**src/rtl/lfsr_stream_cipher_if.sv**
```systemverilog
// Handshake bundle for lfsr_stream_cipher: seed channel, data-in channel,
// data-out channel and the busy status flag.
interface lfsr_stream_cipher_if #(
    parameter int unsigned W  = 16,
    parameter int unsigned DW = 8
);
    logic          seed_valid;
    logic [W-1:0]  seed;
    logic          seed_ready;
    logic          bypass;
    logic          in_valid;
    logic [DW-1:0] in_data;
    logic          in_ready;
    logic          out_valid;
    logic [DW-1:0] out_data;
    logic          out_ready;
    logic          busy;

    modport master (
        output seed_valid, seed, bypass, in_valid, in_data, out_ready,
        input  seed_ready, in_ready, out_valid, out_data, busy
    );

    modport slave (
        input  seed_valid, seed, bypass, in_valid, in_data, out_ready,
        output seed_ready, in_ready, out_valid, out_data, busy
    );
endinterface

```
**src/rtl/lfsr_stream_cipher.sv**
```systemverilog
// Galois-LFSR stream cipher: XORs DW-bit words with LFSR keystream (LSB first).
// Encrypt and decrypt are the same operation given the same seed.
module lfsr_stream_cipher #(
    parameter int unsigned    W            = 16,
    parameter logic [W-1:0]   TAPS         = 16'hB400,
    parameter int unsigned    DW           = 8,
    parameter int unsigned    WARMUP       = 4,
    parameter logic [W-1:0]   DEFAULT_SEED = 16'h0001
) (
    input  logic                clk,
    input  logic                rst,
    lfsr_stream_cipher_if.slave bus
);
    localparam int unsigned CW = (WARMUP < 2) ? 1 : $clog2(WARMUP + 1);

    generate
        if (W < 8 || W > 32) begin : g_bad_w
            $error("lfsr_stream_cipher: W must lie in 8..32");
        end
        if (DW == 0 || DW > W) begin : g_bad_dw
            $error("lfsr_stream_cipher: DW must lie in 1..W");
        end
        if (DEFAULT_SEED == '0) begin : g_bad_seed
            $error("lfsr_stream_cipher: DEFAULT_SEED must be nonzero");
        end
    endgenerate

    typedef enum logic [1:0] {
        ST_IDLE,
        ST_LOAD,
        ST_WARMUP,
        ST_RUN
    } state_t;

    state_t         state_reg;
    logic [W-1:0]   lfsr_reg;
    logic [W-1:0]   lfsr_next;
    logic [W-1:0]   seed_hold_reg;
    logic [CW-1:0]  cnt_reg;
    logic [DW-1:0]  keystream;
    logic           out_valid_reg;
    logic [DW-1:0]  out_data_reg;
    logic           seed_ready_int;
    logic           seed_fire;
    logic           in_ready_int;
    logic           in_fire;

    // DW Galois steps unrolled; keystream bit i is the LSB seen before step i.
    always_comb begin
        lfsr_next = lfsr_reg;
        keystream = '0;
        for (int i = 0; i < int'(DW); i++) begin
            keystream[i] = lfsr_next[0];
            if (lfsr_next[0]) begin
                lfsr_next = (lfsr_next >> 1) ^ TAPS;
            end else begin
                lfsr_next = lfsr_next >> 1;
            end
        end
    end

    // A re-key in RUN waits for the output register to empty, and takes
    // priority over a data word offered in the same cycle.
    always_comb begin
        seed_ready_int = (state_reg == ST_IDLE) ||
                         ((state_reg == ST_RUN) && !out_valid_reg);
        seed_fire      = bus.seed_valid && seed_ready_int;
        in_ready_int   = (state_reg == ST_RUN) &&
                         (!out_valid_reg || bus.out_ready) && !seed_fire;
        in_fire        = bus.in_valid && in_ready_int;
    end

    always_ff @(posedge clk) begin
        if (rst) begin
            state_reg     <= ST_IDLE;
            lfsr_reg      <= DEFAULT_SEED;
            seed_hold_reg <= '0;
            cnt_reg       <= '0;
            out_valid_reg <= 1'b0;
            out_data_reg  <= '0;
        end else begin
            if (out_valid_reg && bus.out_ready) begin
                out_valid_reg <= 1'b0;
            end

            case (state_reg)
                ST_IDLE: begin
                    if (seed_fire) begin
                        seed_hold_reg <= bus.seed;
                        state_reg     <= ST_LOAD;
                    end
                end

                ST_LOAD: begin
                    // An all-zero state would lock the LFSR; substitute 1.
                    lfsr_reg  <= (seed_hold_reg == '0) ? W'(1) : seed_hold_reg;
                    cnt_reg   <= CW'(WARMUP);
                    state_reg <= (WARMUP == 0) ? ST_RUN : ST_WARMUP;
                end

                ST_WARMUP: begin
                    lfsr_reg <= lfsr_next;
                    cnt_reg  <= cnt_reg - CW'(1);
                    if (cnt_reg <= CW'(1)) begin
                        state_reg <= ST_RUN;
                    end
                end

                ST_RUN: begin
                    if (seed_fire) begin
                        seed_hold_reg <= bus.seed;
                        state_reg     <= ST_LOAD;
                    end else if (in_fire) begin
                        out_valid_reg <= 1'b1;
                        if (bus.bypass) begin
                            out_data_reg <= bus.in_data;
                        end else begin
                            out_data_reg <= bus.in_data ^ keystream;
                            lfsr_reg     <= lfsr_next;
                        end
                    end
                end

                default: begin
                    state_reg <= ST_IDLE;
                end
            endcase
        end
    end

    assign bus.seed_ready = seed_ready_int;
    assign bus.in_ready   = in_ready_int;
    assign bus.out_valid  = out_valid_reg;
    assign bus.out_data   = out_data_reg;
    assign bus.busy       = (state_reg == ST_LOAD) || (state_reg == ST_WARMUP);
endmodule

```
**src/flat_wrapper.sv**
```systemverilog
// flat-port wrapper written by rule: the top's interface ports become plain ports
module lfsr_stream_cipher_flat 
#(
    parameter int unsigned    W            = 16,
    parameter logic [W-1:0]   TAPS         = 16'hB400,
    parameter int unsigned    DW           = 8,
    parameter int unsigned    WARMUP       = 4,
    parameter logic [W-1:0]   DEFAULT_SEED = 16'h0001
)
  (clk, rst, bus_seed_valid, bus_seed, bus_bypass, bus_in_valid, bus_in_data, bus_out_ready, bus_seed_ready, bus_in_ready, bus_out_valid, bus_out_data, bus_busy);
  lfsr_stream_cipher_if #(.W(W), .DW(DW)) bus_i ();
  input  logic clk;
  input  logic rst;
  input wire logic [$bits(bus_i.seed_valid)-1:0] bus_seed_valid;
  input wire logic [$bits(bus_i.seed)-1:0] bus_seed;
  input wire logic [$bits(bus_i.bypass)-1:0] bus_bypass;
  input wire logic [$bits(bus_i.in_valid)-1:0] bus_in_valid;
  input wire logic [$bits(bus_i.in_data)-1:0] bus_in_data;
  input wire logic [$bits(bus_i.out_ready)-1:0] bus_out_ready;
  output wire logic [$bits(bus_i.seed_ready)-1:0] bus_seed_ready;
  output wire logic [$bits(bus_i.in_ready)-1:0] bus_in_ready;
  output wire logic [$bits(bus_i.out_valid)-1:0] bus_out_valid;
  output wire logic [$bits(bus_i.out_data)-1:0] bus_out_data;
  output wire logic [$bits(bus_i.busy)-1:0] bus_busy;
  assign bus_i.seed_valid = bus_seed_valid;
  assign bus_i.seed = bus_seed;
  assign bus_i.bypass = bus_bypass;
  assign bus_i.in_valid = bus_in_valid;
  assign bus_i.in_data = bus_in_data;
  assign bus_i.out_ready = bus_out_ready;
  assign bus_seed_ready = bus_i.seed_ready;
  assign bus_in_ready = bus_i.in_ready;
  assign bus_out_valid = bus_i.out_valid;
  assign bus_out_data = bus_i.out_data;
  assign bus_busy = bus_i.busy;
  lfsr_stream_cipher #(.W(W), .TAPS(TAPS), .DW(DW), .WARMUP(WARMUP), .DEFAULT_SEED(DEFAULT_SEED)) u_core (.clk(clk), .rst(rst), .bus(bus_i));
endmodule
```
**config.mk**
```make
export PLATFORM = sky130hd
export DESIGN_NAME = lfsr_stream_cipher_flat
export DESIGN_NICKNAME = d
export VERILOG_FILES = /design/src/rtl/lfsr_stream_cipher_if.sv /design/src/rtl/lfsr_stream_cipher.sv /design/src/flat_wrapper.sv
export SDC_FILE = /design/constraint.sdc
export NUM_CORES = 1
export LEC_CHECK = 0
export ABC_AREA = 1
export CORE_ASPECT_RATIO = 1.5
export CORE_MARGIN = 2
export CORE_UTILIZATION = 45
export DETAILED_ROUTE_END_ITERATION = 10
export MAX_ROUTING_LAYER = met4
export PLACE_DENSITY_LB_ADDON = 0.3
export SYNTH_ARGS = -nofsm -noshare
export SYNTH_HDL_FRONTEND = slang
export SYNTH_SLANG_ARGS = --single-unit
```
**constraint.sdc**
```tcl
create_clock -name clk -period 4.05 [get_ports clk]
set_input_delay 0.6075 -clock clk [delete_from_list [all_inputs] [get_ports clk]]
set_output_delay 0.6075 -clock clk [all_outputs]
set_load 0.02 [all_outputs]
```
==> results of run 1 <==
==> worst min-delay path by stage <==
stage                                   startpoint                       end  slack, ns  cells after the start
after floorplan            u_core.seed_hold_reg[9]   u_core.seed_hold_reg[9]       0.45                      2
after global placement     u_core.seed_hold_reg[9]   u_core.seed_hold_reg[9]       0.46                      2
after detailed placement  u_core.seed_hold_reg[15]  u_core.seed_hold_reg[15]       0.47                      2
after CTS                 u_core.seed_hold_reg[15]  u_core.seed_hold_reg[15]       0.49                      2
after global routing       u_core.seed_hold_reg[6]   u_core.seed_hold_reg[6]       0.51                      2
final                     u_core.seed_hold_reg[11]  u_core.seed_hold_reg[11]       0.48                      2
==> synthesized netlist by cell type <==
cell       instances
a21oi_1           34
clkinv_1           3
nor2_1            65
clkbuf_1           9
a21oi_2            1
a2bb2oi_1          1
xor2_1            11
nand3_2            1
nand3_1           39
buf_2              7
o21ai_0            7
ha_1               6
nand4_1            1
nand2_2            3
or2_2              1
xnor2_1            5
buf_4              1
nand2_1          118
dfxtp_1           46
inv_2              1
nand3b_1           2
nor3_1             1
inv_1             25
==> cell type report <==
class / count / area, sq um
inverters: 29 / 108.9
multi-input cells: 296 / 1381
well taps: 70 / 87.58
clock buffers: 8 / 110.1
repair buffers: 43 / 425.4
flip-flops and latches: 46 / 920.9
fillers: 551 / 2375
==> layer usage <==
layer / up-vias / track usage [%]
met1: 1066 / 21.53
met4: 0 / 7.801
met2: 54 / 38.06
li1: 1285 / -
met3: 11 / 2.834
met5: - / -
==> cells in the final DEF, fill, tap and decap left out, types with 2 or more instances in the layout <==
master,instances
inv_1,25
nand3_1,39
nand2_2,3
nand3b_1,2
clkbuf_8,8
nor2_1,65
xnor2_1,5
xor2_1,11
nand2_1,118
dfxtp_1,46
a21oi_1,34
o21ai_0,7
buf_4,2
clkinv_1,3
ha_1,6
clkdlybuf4s50_1,41
==> report_power, final <==
part / leakage [nW] / switching (mW) / internal, mW
sequential: 0.376 / 0.106 / 0.569
clock: 0.0575 / 0.149 / 0.172
combinational: 0.901 / 0.744 / 0.444
total: 1.34 / 0.999 / 1.19
==> kinds of logic (layout without fill, tap and decap cells) <==
kind of cell | after synthesis | after routing | synth area share [%]
DFF | 46 | 46 | 37.02
and+or+nand+nor | 231 | 231 | 37.93
adders and majority gates | 6 | 6 | 3.018
AOI/OAI and AO/OA | 43 | 43 | 8.954
xor gates and xnor gates | 16 | 16 | 5.634
buffers and inverters | 46 | 80 | 7.444
==> critical path: cells and delay by family, from the launching register on <==
kind,cells,cell delay (ns)
simple gates,4,0.43
buf+inv,2,0.78
flops,1,0.35
fa+ha+maj,1,0.28
==> results.tsv, run 1 <==
metric	value	unit
totalWireLength	5.692	mm
vias_per_cell	4.911	
final_cells	492	
yosysTopAreaCellShare	37.02	%
antenna_left	0	
placed_cell_area	2924	sq um
layout-drive-gt1-share	4.028	%
yosys.area.top_type	dfxtp_1	
cts_inserted_buffers	5	
post-place-ws	1.349	ns
route.met2.wl	2.954	mm
final_hold_viol_count	0	
cts_sinks	46	
post-route-period-util	67.72	%
rsz0062_at_grt	no	
finalMaxSlewViolations	0	
met1Wirelength	2.415	mm
r2r_setup_slack	1.90	ns
cts_tree	yes	
ir_drop	0.4414	mV
placed_cells	484	
ys_warn_count	0	
dp_hpwl	4.238	mm
drc	0	
drt-initial-drc-count	123	
final_cell_area	3034	sq um
met3_length	208	um
postCtsResizedCells	0	
htree_num_levels	2	
postCtsHoldBufs	0	
coreArea	5409	sq um
ys_seq_elements	46	
startpoint	u_core.state_reg[0]	
post-route-util	56.10	%
io_buffers	41	
worstSetupEndpointType	output pin	
die_area	6151	sq um
worst_pin_slew	0.5780	ns
fmax	364.6	MHz
routedWlPerCell	11.57	um
grt_remaining_overflow	0	
clk_pin_slew	0.08	ns
grt_use_total	20.43	%
setup_tns	0	ns
yosys.cell_types.count	23	
num_rows	33	
cp-start-kind	flip-flop	
grt_max_degree	29	
slowest_stage	clkdlybuf4s50_1	
clock_path_buffers	2	
hold_slack	0.4827	ns
grt_pass1_vias	2265	
synth_area_leaders	dfxtp_1 (37%), nand2_1 (18%), nor2_1 (9.8%)	
cp.required	3.44	ns
cp.arrival	2.14	ns
syn_nets	424	
antenna_cells	0	
vias	2416	
gp_congestion	0.8588	
endpoint	bus_in_ready	
syn_avg_cell_area	6.411	sq um
top_layer_used	met4	
grt_first_pass_wirelength	9.715	mm
die_y	95.06	um
critPathMaxFanout	18	
antenna_found_initial	0	
initial_utilization	45.99	%
timing.rr.start	u_core.state_reg[0]	
pwr_density_cell	720.1	nW/um^2
insertion_delay	0.30	ns
cp_common_cell	nand2_1	
fin_nets	457	
syn_inst	388	
final.min_clock_period	2.743	ns
setup_ws	1.307	ns
critPathMaxStageDelay	0.63	ns
p_leak	1.335	nW
run_status	finished clean	
syn-cell-area	2487	sq um
setup_viol	0	
boundaryPins	42	
first_pass_iters	4	
drv_cap	0	
path_class	reg2out	
cts_root_buf	clkbuf_8	
critical_path.cell_chain	ha_1, nand2_1, nand2_1, nand2_2, inv_2, nor3_1, clkdlybuf4s50_1	
slew_headroom	61.43	%
post_cts_buffers	0	
syn_to_final_growth	21.98	%
worstReg2RegEnd	u_core.lfsr_reg[9]	
p_total	2.185	mW
ys_seq_area_share	37.02	%
hp-class	reg2reg	
rr_worst_depth	8	
fin_skew	0.008873	ns
chipWidth	64.71	um
No activity file was read; power rests on OpenSTA's default activity.
==> run 2, diff against run 1 <==
==> constraint.sdc (replaced) <==
create_clock -name clk -period 2.56 [get_ports clk]
set_input_delay 0.384 -clock clk [delete_from_list [all_inputs] [get_ports clk]]
set_output_delay 0.384 -clock clk [all_outputs]
set_load 0.02 [all_outputs]
==> run 2 against run 1 <==
  * Global-route usage grew 0.25 points
  * Clock skew shrank 0.0021 ns
  * Cell count grew 0.81%
  * Critical path depth grew 1
  * Flip-flop and latch count is the same
  * Final area grew 0.37%
==> results.tsv, run 2 (synthesized netlist as in run 1, its figures left out) <==
metric	value	unit
final_cell_area	3045	sq um
syn_to_final_growth	22.43	%
pwr-share-seq	30.9	%
vias_per_cell	4.921	
worstHoldStart	u_core.seed_hold_reg[2]	
setup_tns	0	ns
htree_num_levels	2	
hold_path_depth	2	
layout.cells.most_common_list	nand2_1 (118), nor2_1 (65), dfxtp_1 (46), clkdlybuf4s50_1 (41), nand3_1 (39)	
placed_cell_area	2954	sq um
cts_sinks	46	
rr_worst_depth	6	
num-fill-cells	547	
fin_nets	461	
post_cts_buffers	0	
final.min_clock_period	2.347	ns
grt_use_total	20.68	%
routedWlPerCell	11.53	um
drt-initial-drc-count	101	
grt_first_pass_wirelength	9.729	mm
insertion_delay	0.30	ns
antenna_left	0	
worstReg2RegEnd	u_core.lfsr_reg[0]	
hp-class	reg2reg	
cp_common_cell	inv_1	
vias	2441	
cts_tree	yes	
timing.rr.start	u_core.state_reg[0]	
p_total	3.437	mW
finalMaxSlewViolations	0	
min_to	u_core.seed_hold_reg[2]	
dp_hpwl	4.303	mm
run_status	finished clean	
critical_path.cell_chain	inv_1, ha_1, inv_1, nand2_1, nand2_2, inv_2, nor3_1, clkdlybuf4s50_1	
antenna_found_initial	0	
p_int	1.851	mW
slowest_stage	clkdlybuf4s50_1	
antenna_cells	0	
clockPowerShare	13.2	%
fmax	426.0	MHz
io_buffers	41	
boundaryPins	42	
post-route-period-util	91.69	%
pwr_density_cell	1129	nW/um^2
gp_congestion	0.8366	
comb_power_share	55.9	%
cts_root_buf	clkbuf_8	
worst_pin_slew	0.5541	ns
setup_viol	0	
worstSetupEndpointType	output pin	
clk_pin_slew	0.08	ns
r2r_setup_slack	0.70	ns
switching_share	46.14	%
ir_drop	0.6424	mV
drc	0	
first_pass_iters	4	
path_class	reg2out	
p_leak	1.344	nW
coreArea	5409	sq um
clock_path_buffers	2	
p_switching	1.586	mW
drv_cap	0	
layout-drive-gt1-share	4.695	%
cp.required	2.18	ns
cts_inserted_buffers	5	
critPathMaxFanout	4	
fin_skew	0.006749	ns
cp-start-kind	flip-flop	
final_hold_viol_count	0	
totalWireLength	5.717	mm
grt_pass1_vias	2257	
initial_utilization	45.99	%
die_area	6151	sq um
chipWidth	64.71	um
final_common_cell	nand2_1	
slew_headroom	62.83	%
critPathMaxStageDelay	0.63	ns
postCtsResizedCells	0	
die_y	95.06	um
num_rows	33	
rsz0062_at_grt	no	
grt_remaining_overflow	0	
postCtsHoldBufs	0	
grt_max_degree	28	
cp.arrival	1.96	ns
-- run 2: how the worst max path moves through the flow --
stage | from | end | slack (ns) | depth (start not counted)
2_1_floorplan | u_core.state_reg[0] | bus_in_ready | 0.53 | 8
3_3_place_gp | bus_out_ready | bus_in_ready | 0.48 | 4
3_5_place_dp | bus_seed_valid | bus_in_ready | 0.46 | 5
4_1_cts | u_core.state_reg[0] | bus_in_ready | 0.18 | 8
5_1_grt | u_core.state_reg[1] | bus_in_ready | 0.05 | 8
6_report | u_core.state_reg[0] | bus_in_ready | 0.21 | 8
-- run 2: per-layer routing --
layer	global-route usage (%)	wire (um)	part of all wire, %	up-vias
li1	-	-	-	1287
met5	-	0	0	-
met4	8.511	110	1.9	0
met1	22.04	2390	42	1101
met3	3.306	201	3.5	8
met2	37.63	3014	53	45
-- run 2: area by class of cell --
cell class	count	area [sq um]	area share (%)
flip-flops and latches	46	920.9	30.24
inverters	29	108.9	3.574
multi-input cells	296	1381	45.36
well taps	70	87.58	2.876
clock inverters	1	5.005	0.1643
clock buffers	7	86.33	2.835
repair buffers	47	455.4	14.95
-- run 2: critical path: cells and delay by family (launching register included) --
kind | cells | cell delay [ns]
buf+inv | 4 | 0.80
flops | 1 | 0.38
simple gates | 3 | 0.29
fa+ha+maj | 1 | 0.19
-- run 2: power groups by stage --
stage | clock network [mW] | logic, mW | registers, mW
after CTS | 0.466 | 1.93 | 1.06
after detailed placement | 0 | 1.92 | 1.08
after global routing | 0.489 | 2.21 | 1.09
after floorplan | 0 | 1.53 | 1.02
final | 0.454 | 1.92 | 1.06
after global placement | 0 | 1.89 | 1.07
-- run 2: through the flow --
step                setup slack (ns)  cells  utilization (%)  hold slack, ns
global route                 0.04649    496            56.30          0.4991
finish                        0.2128    496            56.30          0.4863
floorplan                     0.5296    388                -          0.4459
detailed placement            0.4638    488            54.61          0.4726
CTS                           0.1835    496            56.30          0.4839
global placement              0.4751    488            54.61          0.4591
==> run 3, diff against run 2 <==
--- a/config.mk
+++ b/config.mk
@@ -5,13 +5,13 @@
 export SDC_FILE = /design/constraint.sdc
 export NUM_CORES = 1
 export LEC_CHECK = 0
-export ABC_AREA = 1
 export CORE_ASPECT_RATIO = 1.5
 export CORE_MARGIN = 2
 export CORE_UTILIZATION = 45
 export DETAILED_ROUTE_END_ITERATION = 10
 export MAX_ROUTING_LAYER = met4
 export PLACE_DENSITY_LB_ADDON = 0.3
+export SETUP_SLACK_MARGIN = 0.2
 export SYNTH_ARGS = -nofsm -noshare
 export SYNTH_HDL_FRONTEND = slang
 export SYNTH_SLANG_ARGS = --single-unit
==> run 3 against run 2 <==
  * Register-to-register slack got worse by 0.27 ns
  * Count of clock-buffer cells in the layout unchanged
  * Core utilization increased by 1.7 points
  * Final area decreased by 3.1%
  * Synthesized cell count decreased by 32%
  * First-iteration DRC count decreased by 50%
  * Clock power increased by 15%
  * Clock skew decreased by 0.00062 ns
  * Global-route usage decreased by 1.3 points
  * Power decreased by 7.2%
  * Cell count decreased by 25%
  * Die area decreased by 4.9%
  * Critical path type unchanged
  * Critical endpoint unchanged
==> results.tsv, run 3 <==
metric	value	unit
coreArea	5085	sq um
setup_tns	0	ns
finalMaxSlewViolations	0	
num_rows	32	
synth_area_leaders	dfxtp_1 (39%), xnor2_1 (9.3%), mux2i_1 (6.8%)	
layout.cells.most_common_list	dfxtp_1 (46), clkdlybuf4s50_1 (39), nor2_1 (37), xnor2_1 (25), nand2_1 (22)	
clk_pin_slew	0.08	ns
synth_most_common_cell	dfxtp_1	
synth_common_cells	dfxtp_1 (46), nor2_1 (37), xnor2_1 (25)	
final.min_clock_period	2.243	ns
ys_warn_count	0	
fin_skew	0.006130	ns
syn_nets	298	
p_switching	1.260	mW
synth_xor_xnor_area_share	10.40	%
p_leak	1.127	nW
grt_first_pass_wirelength	8.804	mm
vias	1985	
clockPowerShare	16.4	%
top_usage_layer	met2	
post_cts_buffers	0	
antenna_left	0	
yosysTopAreaCellShare	39.05	%
die_area	5848	sq um
dp_hpwl	3.763	mm
postCtsHoldBufs	0	
pwr_density_cell	1081	nW/um^2
yosys.area.top_type	dfxtp_1	
synth_edf_count	0	
cp-start-kind	flip-flop	
synth_top_family_by_area	simple AND/OR/NAND/NOR gates	
slowest_stage	dfxtp_1	
worstSetupEndpointType	output pin	
routedWlPerCell	13.64	um
comb_power_share	48.9	%
ys_async_sr_fraction	0	%
hold_path_depth	2	
path_class	reg2out	
synth_mux_area_share	6.790	%
final_common_cell	dfxtp_1	
syn_avg_cell_area	9.002	sq um
ir_drop	0.5129	mV
htree_num_levels	2	
yosys.area_share.simple	19.15	%
syn_to_final_growth	25.09	%
grt_remaining_overflow	0	
vias_per_cell	5.322	
totalWireLength	5.087	mm
p_int	1.929	mW
cp.required	2.18	ns
syn-cell-area	2359	sq um
switching_share	39.51	%
grt_use_met1	20.67	%
gr-usage-met3	3.402	%
fin_nets	340	
hp-class	reg2reg	
grt_use_total	19.39	%
insertion_delay	0.30	ns
worst_pin_slew	1.125	ns
critical_path.cell_chain	ha_1, and2b_1, o21a_1, nor3b_1, clkdlybuf4s15_1	
post-place-ws	0.3342	ns
grt_pass1_vias	1893	
ys_seq_elements	46	
cts_inserted_buffers	5	
io_buffers	41	
cts_root_buf	clkbuf_8	
layout-drive-gt1-share	7.213	%
post-route-period-util	87.62	%
slew_headroom	24.80	%
critPathMaxStageDelay	0.34	ns
grt_max_degree	30	
drv_cap	0	
pwr-share-seq	34.7	%
grt_util_met2	34.75	%
ys.flop_type	dfxtp_1	
synth_compound_area_share	17.56	%
clock_path_buffers	2	
first_pass_iters	4	
cts_sinks	46	
final_hold_viol_count	0	
setup_viol	0	
initial_utilization	46.38	%
synthAdderAreaFrac	3.183	%
cts_tree	yes	
antenna_found_initial	0	
ys_seq_area_share	39.05	%
rr_worst_depth	5	
run_status	finished clean	
syn_inst	262	
rsz0062_at_grt	no	
critPathMaxFanout	7	
boundaryPins	42	
gp_congestion	0.8847	
drt-initial-drc-count	51	
antenna_cells	0	
chipWidth	63.11	um
drc	0	
cp.arrival	1.86	ns
setup_ws	0.3169	ns
yosys.cell_types.count	45	
die_y	92.67	um
fmax	445.8	MHz
-- run 3: area by class of cell --
class                      count  area [sq um]
clock buffer                   7         76.32
clock inverter                 1         30.03
fill                         501          2135
inverter                       5         18.77
multi-input combinational    197          1346
sequential                    46         920.9
tap                           68         85.08
timing repair buffer          49         473.0
-- run 3: kinds of logic after synthesis --
family / Yosys count
AOI/OAI and AO/OA: 51
xor gates and xnor gates: 28
adders and majority gates: 6
buffers and inverters: 19
DFF: 46
muxes: 16
and+or+nand+nor: 96
-- run 3: timing repair --
| item | 4_1_cts | 5_1_grt |
|---|---|---|
| gates resized for setup | 1 | 2 |
| endpoints found under the setup margin | 1 | 2 |
| pin swaps | 0 | 0 |
-- run 3: final timing paths --
| path | startpoint | end | slack [ns] |
|---|---|---|---|
| max reg2reg | u_core.state_reg[0] | u_core.seed_hold_reg[8] | 0.43 |
| max | u_core.state_reg[0] | bus_in_ready | 0.32 |
| min reg2reg | u_core.lfsr_reg[8] | u_core.lfsr_reg[8] | 0.48 |
| min | u_core.lfsr_reg[8] | u_core.lfsr_reg[8] | 0.48 |
-- run 3: worst max-delay path, delay by kind of cell, from the launching register on --
kind	cells	cell delay [ns]
adder cells (fa/ha/maj)	1	0.26
AND/OR/NAND/NOR	2	0.42
flip-flops	1	0.34
buffers and inverters	1	0.32
AO/OA/AOI/OAI	1	0.22
-- run 3: through the flow --
step	util, %	cells	area [sq um]	hold slack (ns)	total power [mW]
floorplan	-	262	2359	0.4558	2.277
detailed placement	55.88	365	2841	0.4705	2.672
finish	58.02	373	2950	0.4849	3.190
global route	58.02	373	2950	0.4956	3.437
CTS	57.95	373	2947	0.4831	3.202
global placement	55.88	365	2841	0.4640	2.654
-- run 3: layer usage --
metal / vias to the layer above / wire, um
li1: 1003 / -
met1: 928 / 2081
met2: 44 / 2684
met3: 10 / 197
met4: 0 / 123
met5: - / 0
-- run 3: power groups by stage --
stage,clock [mW],combinational (mW),sequential (mW)
finish,0.523,1.56,1.11
global route,0.570,1.73,1.14
floorplan,0,1.21,1.07
global placement,0,1.54,1.11
CTS,0.535,1.56,1.10
detailed placement,0,1.55,1.12
